**src/rtl/master_pclk_pkg.sv**
```systemverilog
// Shared constants for the PCLK-side command master: bus widths,
// command codes and FSM state encoding.
package master_pclk_pkg;

  localparam int CMD_W  = 3;
  localparam int ADDR_W = 10;
  localparam int DATA_W = 10;

  localparam logic [CMD_W-1:0] CMD_IDLE       = 3'd0;
  localparam logic [CMD_W-1:0] CMD_READ       = 3'd1;
  localparam logic [CMD_W-1:0] CMD_WRITE      = 3'd2;
  localparam logic [CMD_W-1:0] CMD_ROW_WRITE  = 3'd3;
  localparam logic [CMD_W-1:0] CMD_ERASE      = 3'd4;
  localparam logic [CMD_W-1:0] CMD_MASS_ERASE = 3'd5;

  localparam int STATE_W = 2;
  localparam logic [STATE_W-1:0] S_IDLE  = 2'd0;
  localparam logic [STATE_W-1:0] S_SETUP = 2'd1;
  localparam logic [STATE_W-1:0] S_REQ   = 2'd2;
  localparam logic [STATE_W-1:0] S_DROP  = 2'd3;

  // Codes 6 and 7 are reserved and never start a transaction.
  function automatic logic is_valid_cmd(input logic [CMD_W-1:0] cmd);
    return (cmd >= CMD_READ) && (cmd <= CMD_MASS_ERASE);
  endfunction

endpackage

```
**src/rtl/master_pclk_sync_2ff.sv**
```systemverilog
// Two-flop synchronizer bringing a single asynchronous bit into the PCLK
// domain; RESET_VAL sets the value both stages take under reset.
module sync_2ff #(
  parameter logic RESET_VAL = 1'b0
) (
  input  logic PCLK,
  input  logic reset,
  input  logic d,
  output logic q
);

  logic meta;

  always_ff @(posedge PCLK) begin
    if (reset) begin
      meta <= RESET_VAL;
      q    <= RESET_VAL;
    end else begin
      meta <= d;
      q    <= meta;
    end
  end

endmodule

```
**src/rtl/master_pclk.sv**
```systemverilog
// PCLK-side command master: latches a user command onto a quasi-static bus
// and runs a four-phase req/ack handshake with a slave in another clock domain.
module master_pclk
  import master_pclk_pkg::*;
(
  input  logic              PCLK,
  input  logic              RESETn_pclk,
  input  logic [CMD_W-1:0]  CMD,
  input  logic [ADDR_W-1:0] ADDR,
  input  logic [DATA_W-1:0] WDATA,
  input  logic              ABORT,
  output logic              READY_pclk,
  output logic [DATA_W-1:0] RDATA_pclk,
  output logic              RESP_pclk,
  input  logic [DATA_W-1:0] RDATA_sclk,
  output logic [CMD_W-1:0]  CMD_REG_pclk,
  output logic [ADDR_W-1:0] ADDR_REG_pclk,
  output logic [DATA_W-1:0] WDATA_REG_pclk,
  output logic              ABORT_REG_pclk,
  output logic              req_pclk,
  input  logic              ack_sclk,
  output logic              ack_pclk,
  input  logic              req_sclk
);

  logic [STATE_W-1:0] state;
  logic               accept;

  // req_sclk is observed by the slave side only; nothing here depends on it.
  logic unused_req_sclk;
  assign unused_req_sclk = req_sclk;

  sync_2ff #(
    .RESET_VAL(1'b0)
  ) u_ack_sync (
    .PCLK  (PCLK),
    .reset (RESETn_pclk),
    .d     (ack_sclk),
    .q     (ack_pclk)
  );

  assign READY_pclk = (state == S_IDLE);
  assign accept     = READY_pclk && is_valid_cmd(CMD);

  // Handshake sequencer; req and the completion pulse are registered so the
  // slave never sees a combinational glitch on req.
  always_ff @(posedge PCLK) begin
    if (RESETn_pclk) begin
      state     <= S_IDLE;
      req_pclk  <= 1'b0;
      RESP_pclk <= 1'b0;
    end else begin
      RESP_pclk <= 1'b0;
      case (state)
        S_IDLE: begin
          if (accept) state <= S_SETUP;
        end
        S_SETUP: begin
          state    <= S_REQ;
          req_pclk <= 1'b1;
        end
        S_REQ: begin
          if (ack_pclk) begin
            state    <= S_DROP;
            req_pclk <= 1'b0;
          end
        end
        S_DROP: begin
          if (!ack_pclk) begin
            state     <= S_IDLE;
            RESP_pclk <= 1'b1;
          end
        end
        default: begin
          state    <= S_IDLE;
          req_pclk <= 1'b0;
        end
      endcase
    end
  end

  // Bus to the slave stays frozen while busy; only a late abort may set its flag.
  always_ff @(posedge PCLK) begin
    if (RESETn_pclk) begin
      CMD_REG_pclk   <= CMD_IDLE;
      ADDR_REG_pclk  <= '0;
      WDATA_REG_pclk <= '0;
      ABORT_REG_pclk <= 1'b0;
    end else if (accept) begin
      CMD_REG_pclk   <= CMD;
      ADDR_REG_pclk  <= ADDR;
      WDATA_REG_pclk <= WDATA;
      ABORT_REG_pclk <= ABORT;
    end else if (!READY_pclk && ABORT) begin
      ABORT_REG_pclk <= 1'b1;
    end
  end

  // Slave holds RDATA_sclk steady while ack is high, so capturing it on the
  // synchronized ack is safe without a separate data synchronizer.
  always_ff @(posedge PCLK) begin
    if (RESETn_pclk) begin
      RDATA_pclk <= '0;
    end else if (state == S_REQ && ack_pclk && CMD_REG_pclk == CMD_READ) begin
      RDATA_pclk <= RDATA_sclk;
    end
  end

endmodule

```
**config.mk**
```make
export PLATFORM = sky130hd
export DESIGN_NAME = master_pclk
export DESIGN_NICKNAME = d
export VERILOG_FILES = /design/src/rtl/master_pclk_pkg.sv /design/src/rtl/master_pclk_sync_2ff.sv /design/src/rtl/master_pclk.sv
export SDC_FILE = /design/constraint.sdc
export NUM_CORES = 1
export LEC_CHECK = 0
export CORE_ASPECT_RATIO = 1.2
export CORE_MARGIN = 3
export CORE_UTILIZATION = 28
export CTS_CLUSTER_DIAMETER = 30
export DETAILED_ROUTE_END_ITERATION = 10
export GPL_TIMING_DRIVEN = 0
export MAX_ROUTING_LAYER = met4
export PLACE_DENSITY_LB_ADDON = 0.2
export SYNTH_ARGS = -nofsm -noshare
export SYNTH_HDL_FRONTEND = slang
export SYNTH_HIERARCHICAL = 1
export SYNTH_SLANG_ARGS = --single-unit
```
**constraint.sdc**
```tcl
create_clock -name PCLK -period 1.75 [get_ports PCLK]
set_clock_uncertainty 0.2 [all_clocks]
set_input_delay 0.35 -clock PCLK [delete_from_list [all_inputs] [get_ports PCLK]]
set_output_delay 0.35 -clock PCLK [all_outputs]
set_load 0.02 [all_outputs]
```
==> flow_summary.toml, run 1 <==
[die]
floorplan.core_area_sq_um = 6130
die_area_sq_um = 7410
chipHeight_microns = 93.7
fp-row-count = 31
floorplan.io_pins = 76
start_util_pct = 29.3
fp.dieW_microns = 79.1

[pwr]
vdd_drop_max_uv = 711
power.density_nw_per_um2 = 1180
cellLeakagePower_nw = 1.25

[grt]
grt_use_total_pct = 12.5
grt_first_pass_wirelength_microns = 7260
grt_util_met3_pct = 3.84
met2_global_route_usage_pct = 21.1
grt_start_max_net_pins = 14
grt_overflow = 0
grt_antenna_before_repair = 0
first_global_vias = 1564
grtUsageMet1_pct = 14.4
top_usage_layer = "met2"

[placement]
numPlacedInstances = 341
gp_congestion = 0.680
port_buffers = 74
detailedPlacementHpwl_microns = 3180

[synth]
synth_warnings = 6
top_cells_by_area_in_the_synthesized_netlist = "sky130_fd_sc_hd__dfxtp_1 45%, sky130_fd_sc_hd__nand2b_1 16%, sky130_fd_sc_hd__mux2i_1 13%, sky130_fd_sc_hd__o21ai_0 3.6%, sky130_fd_sc_hd__ha_1 3.5%"
synth_area_leader_cell = "sky130_fd_sc_hd__dfxtp_1"
ys_ff_latch = 40
synth_nets = 228
syn_inst = 185
syn-cell-area_sq_um = 1790
synth_cell_type_count = 27
synth_area_per_cell_sq_um = 9.70
seq_total_area_yosys_pct = 44.6
synth_top_cell_area_share_pct = 44.6

[timing]
grt_setup_unrepaired = "no"
post_route_fraction_of_the_period_consumed_by_the_critical_path_pct = 96.7
totalNegativeSetupSlack_ns = 0
post-route-min-period_ns = 1.69
max_slew_margin_pct = 70.9
fmax_mhz = 591
hold_viol = 0
tightest_slew_ns = 0.436
slew_viols_final = 0
final-setup-viol-count = 0

[flow_run]
drv.max_cap_violation_count = 0

[critical_path]
critical_path_buf_inv_count = 2
cpLargestDelayFamily = "flip-flops"
timing.critical_path.slowest_stage_cell = "sky130_fd_sc_hd__dfxtp_2"
worst_setup_path_end_kind = "primary output"
critical_path.cell_chain = "inv_1 -> ha_4 -> buf_2"
r2r-start = "state[1]$_SDFFE_PP0P_"
cp-start-kind = "register"
critical_path.max_fanout = 8
critical_path_required_ns = 1.20
cp.arrival_ns = 1.14
worstSetupPathType = "register to primary output"
critPathLaunch = "state[1]$_SDFFE_PP0P_"
critical_path.max_stage_delay_ns = 0.35

[drt]
detail_routed_via_count_per_cell = 4.35
post_drt_wl_per_cell_microns = 12.6
detail_route.iter0.violations = 28
drt_pass1_iterations = 4
wirelength_microns = 4440
vias = 1537
drc_errors = 0
antenna_violating_nets_post_route = 0

[worst_hold_path]
min_from = "u_ack_sync/meta$_SDFF_PP0_"
holdCritPathClass = "register to register"

[clock_tree]
clk_path_buf_depth = 2
clock_sinks = 40
clk_transition_reported_paths_ns = 0.08
worstSkewPairLatency_ns = 0.29
cts_hold_repair.buffers = 0
cts_inserted_buffers = 5
cts_tree = "done"
cts_root_buf = "sky130_fd_sc_hd__clkbuf_8"
h-tree-depth = 2

[final_layout]
post_route_cells_drive_above_1_share_pct = 11.4
layout.core_utilization_pct = 45.9
fin_cells = 353
antenna_cells = 0
nets = 313
fill_cells = 645
areaGrowthSynthToFinish_pct = 56.6

[run_status]
status = "finished clean"
[timing repair]
item                                    CTS  global route
setup buffers                             2             1
endpoints found under the setup margin   73            33
cloned                                    0             2
gates resized for setup                  46            19
pin swaps                                 2             2
[cells in the final DEF, fill, tap and decap left out, types with 3 or more instances in the layout]
cell,count
sky130_fd_sc_hd__a21oi_1,12
sky130_fd_sc_hd__buf_2,3
sky130_fd_sc_hd__buf_4,4
sky130_fd_sc_hd__clkbuf_1,5
sky130_fd_sc_hd__clkbuf_8,5
sky130_fd_sc_hd__clkdlybuf4s50_1,32
sky130_fd_sc_hd__dfxtp_1,38
sky130_fd_sc_hd__dlygate4sd2_1,37
sky130_fd_sc_hd__dlymetal6s2s_1,4
sky130_fd_sc_hd__ha_1,3
sky130_fd_sc_hd__mux2i_1,23
sky130_fd_sc_hd__nand2b_1,46
sky130_fd_sc_hd__nand3_1,10
sky130_fd_sc_hd__nor2b_1,5
sky130_fd_sc_hd__o21ai_0,13
[kinds of logic (layout without fill, tap and decap cells)]
family | count (synthesis) | count (layout) | share of synthesized area [%]
AO/OA/AOI/OAI | 29 | 29 | 8.72
multiplexers | 24 | 24 | 13.5
buffers and inverters | 15 | 101 | 4.11
AND/OR/NAND/NOR | 72 | 72 | 25.6
adder cells (fa/ha/maj) | 5 | 5 | 3.49
flip-flops | 40 | 40 | 44.6
[sequential cells by signal, indices dropped and copies added (netlist names)]
signal and cells:
ADDR_REG_pclk 10, RDATA_pclk 10, WDATA_REG_pclk 10, CMD_REG_pclk 3, state 2, ABORT_REG_pclk 1, RESP_pclk 1, req_pclk 1
u_ack_sync/meta 1, u_ack_sync/q 1
[report_power, final]
| part | switching (mW) | internal [mW] | total [mW] |
|---|---|---|---|
| clock | 0.330 | 0.422 | 0.752 |
| sequential | 0.112 | 1.09 | 1.20 |
| combinational | 0.694 | 0.680 | 1.37 |
[through the flow]
| step | worst slack (ns) | hold slack, ns | cell area (sq um) | total power, mW |
|---|---|---|---|---|
| final | 0.0570 | 0.253 | 2810 | 3.33 |
| after detailed placement | -0.563 | 0.248 | 2640 | 2.54 |
| after CTS | -0.0176 | 0.261 | 2730 | 3.25 |
| after global placement | -0.568 | 0.230 | 2640 | 2.55 |
| after global routing | 0.00554 | 0.279 | 2810 | 3.55 |
| after floorplan | 0.0270 | 0.214 | 1800 | 2.02 |
[path summary, 6_finish.rpt]
check                                                       to  slack [ns]  depth (start not counted)
worst max-delay path                                READY_pclk        0.06                          3
worst min-delay path                   u_ack_sync/q$_SDFF_PP0_        0.25                          1
worst max register to register  WDATA_REG_pclk[7]$_SDFFE_PP0P_        0.10                          6
worst min register to register         u_ack_sync/q$_SDFF_PP0_        0.25                          1
[synthesized netlist by cell type, drive strengths merged]
cell / count
inv: 3
mux2i: 23
o21ai: 13
ha: 5
and4b: 1
a211oi: 1
nand4b: 1
and2: 1
mux2: 1
buf: 4
nor3b: 2
nor4b: 1
dfxtp: 40
o31ai: 1
nand3: 10
a21oi: 12
nor2: 1
nand2: 2
or4bb: 1
clkbuf: 8
nor2b: 5
o2bb2ai: 1
o21bai: 1
nor3: 1
nand2b: 46
[cell type report]
class	instances	area, sq um	area share, %
Buffer	11	61.3	2.18
Sequential cell	40	806	28.7
Clock buffer	5	68.8	2.45
Timing Repair Buffer	79	737	26.2
Inverter	3	13.8	0.490
Tap cell	82	103	3.65
Clock inverter	3	42.5	1.51
Multi-Input combinational cell	130	978	34.8
[metal layers]
layer | vias up | share of wire, %
met5 | - | 0
met4 | 0 | 0.70
met3 | 4 | 6.7
met2 | 54 | 49
met1 | 689 | 43
li1 | 790 | -
(Power assumes the default switching activity.)
==> inputs of run 2 (changes only) <==
--- a/config.mk
+++ b/config.mk
@@ -10,7 +10,6 @@
 export CORE_UTILIZATION = 28
 export CTS_CLUSTER_DIAMETER = 30
 export DETAILED_ROUTE_END_ITERATION = 10
-export GPL_TIMING_DRIVEN = 0
 export MAX_ROUTING_LAYER = met4
 export PLACE_DENSITY_LB_ADDON = 0.2
 export SYNTH_ARGS = -nofsm -noshare
==> flow_summary.toml, run 2 (same netlist as run 1, synthesis figures left out) <==
[critical_path]
critical_path_required_ns = 1.77
cp.arrival_ns = 1.70
cp-start-kind = "register"
critical_path.max_stage_delay_ns = 0.34
r2r.worst_path.cells = 7
worst_setup_path_end_kind = "register"
worstSetupPathType = "register to register"
critical_path.max_fanout = 2
timing.critical_path.slowest_stage_cell = "sky130_fd_sc_hd__dfxtp_2"
critical_path.cell_chain = "inv_2 -> buf_6 -> ha_4 -> mux2_4 -> a211oi_2 -> buf_4 -> mux2i_1"

[clock_tree]
worstSkewPairLatency_ns = 0.29
h-tree-depth = 2
clk_path_buf_depth = 2
clk_transition_reported_paths_ns = 0.08
cts_inserted_buffers = 5
clock_sinks = 40
cts_root_buf = "sky130_fd_sc_hd__clkbuf_8"
cts_tree = "done"

[timing]
fmax_mhz = 595
hold_viol = 0
holdWs_ns = 0.120
slew_viols_final = 0
post-route-min-period_ns = 1.68
post_route_fraction_of_the_period_consumed_by_the_critical_path_pct = 96.0
max_slew_margin_pct = 77.2
tightest_slew_ns = 0.342
final-setup-viol-count = 0
grt_setup_unrepaired = "yes"

[pwr]
internal_power_mw = 2.23
total_switching_power_mw = 1.12
cellLeakagePower_nw = 1.24
power.share.clock_pct = 22.5
power.share.sequential_pct = 34.9
power.share.switching_pct = 33.4
p_total_mw = 3.35
vdd_drop_max_uv = 622
power.density_nw_per_um2 = 1180
power_frac_comb_pct = 42.6

[die]
fp.dieW_microns = 79.1
start_util_pct = 29.3
floorplan.core_area_sq_um = 6130
fp-row-count = 31
floorplan.io_pins = 76
die_area_sq_um = 7410
chipHeight_microns = 93.7

[grt]
grt_start_max_net_pins = 41
grt_first_pass_wirelength_microns = 6910
grt_use_total_pct = 11.9
grt_overflow = 0
first_global_vias = 1473
grt_antenna_before_repair = 0

[drt]
wl_met2_microns = 1920
wl_met1_microns = 1840
wirelength_microns = 4170
drt_pass1_iterations = 4
route.met3.wl_microns = 371
vias = 1562
antenna_violating_nets_post_route = 0
post_drt_wl_per_cell_microns = 11.7
detail_routed_via_count_per_cell = 4.39
dr.max_layer_used = "met4"
drc_errors = 0
detail_route.iter0.violations = 62

[placement]
port_buffers = 74
detailedPlacementHpwl_microns = 3010
gp_congestion = 0.709

[worst_hold_path]
hold_path_depth = 2
holdCritPathClass = "input port to register"

[flow_run]
drv.max_cap_violation_count = 0

[final_layout]
antenna_cells = 0
final_cell_mix = "46 x sky130_fd_sc_hd__nand2b_1, 39 x sky130_fd_sc_hd__dfxtp_1, 37 x sky130_fd_sc_hd__dlygate4sd2_1"
areaGrowthSynthToFinish_pct = 57.4
nets = 316
largestRegisters = "ADDR_REG_pclk x10, RDATA_pclk x10, WDATA_REG_pclk x10"
mostFrequentLayoutCell = "sky130_fd_sc_hd__nand2b_1"
post_route_cells_drive_above_1_share_pct = 14.6

[run_status]
status = "finished clean"
run 2: cell count changes in the layout (fill, tap and decap cells not counted), moves of 2 or more:
| cell | delta |
|---|---|
| sky130_fd_sc_hd__clkbuf_2 | -2 |
| sky130_fd_sc_hd__clkdlybuf4s50_1 | +3 |
| sky130_fd_sc_hd__clkbuf_1 | -5 |
| sky130_fd_sc_hd__ha_2 | +2 |
| sky130_fd_sc_hd__dlymetal6s2s_1 | -4 |
| sky130_fd_sc_hd__buf_4 | +13 |
run 2: layout make-up:
type | instances | area, sq um
clock inverters | 3 | 42.5
clock buffers | 5 | 68.8
flip-flops and latches | 40 | 802
well taps | 82 | 103
repair buffers | 93 | 843
fillers | 628 | 3300
multi-input cells | 130 | 953
inverters | 3 | 11.3
run 2: worst paths after layout:
path | start | slack (ns) | to
worst max-delay path | state[0]$_SDFFE_PP0P_ | 0.07 | state[0]$_SDFFE_PP0P_
worst min-delay path | RESETn_pclk | 0.12 | CMD_REG_pclk[1]$_SDFFE_PP0P_
worst max register to register | state[0]$_SDFFE_PP0P_ | 0.07 | state[0]$_SDFFE_PP0P_
worst min register to register | u_ack_sync/meta$_SDFF_PP0_ | 0.24 | u_ack_sync/q$_SDFF_PP0_
run 2: routing by layer:
| layer | track usage (%) | vias up |
|---|---|---|
| met2 | 18.4 | 64 |
| li1 | - | 795 |
| met1 | 14.2 | 699 |
| met3 | 4.70 | 4 |
| met4 | 3.87 | 0 |
| met5 | - | - |
run 2: power groups by stage:
stage	Combinational, mW	Sequential, mW	Clock [mW]
final	1.43	1.17	0.753
after global routing	1.55	1.19	0.816
after CTS	1.42	1.17	0.785
after detailed placement	1.51	1.19	0
after global placement	1.50	1.19	0
after floorplan	0.647	1.37	0
run 2: worst max-delay path, delay by kind of cell (launching register included):
kind            cells  cell delay (ns)
fa+ha+maj           1             0.15
buf+inv             3             0.30
compound gates      1             0.19
flops               1             0.34
mux                 2             0.43
run 2: what timing repair did:
item | 4_1_cts | 5_1_grt
endpoints found under the setup margin | 49 | 6
hold buffers | 0 | 0
gates cloned | 0 | 0
gates resized for setup | 42 | 9
pin swaps | 1 | 2
setup buffers | 1 | 0
run 2: per-stage QoR:
step	cell area (sq um)	setup slack, ns	setup TNS, ns	std cells	util [%]
after floorplan	1800	0.0270	0	185	-
after global placement	2720	-0.208	-4.76	347	44.4
after detailed placement	2720	-0.238	-5.54	347	44.4
after CTS	2800	0.0260	0	356	45.7
after global routing	2820	-0.0115	-0.0222	356	46.1
final	2820	0.0707	0	356	46.1
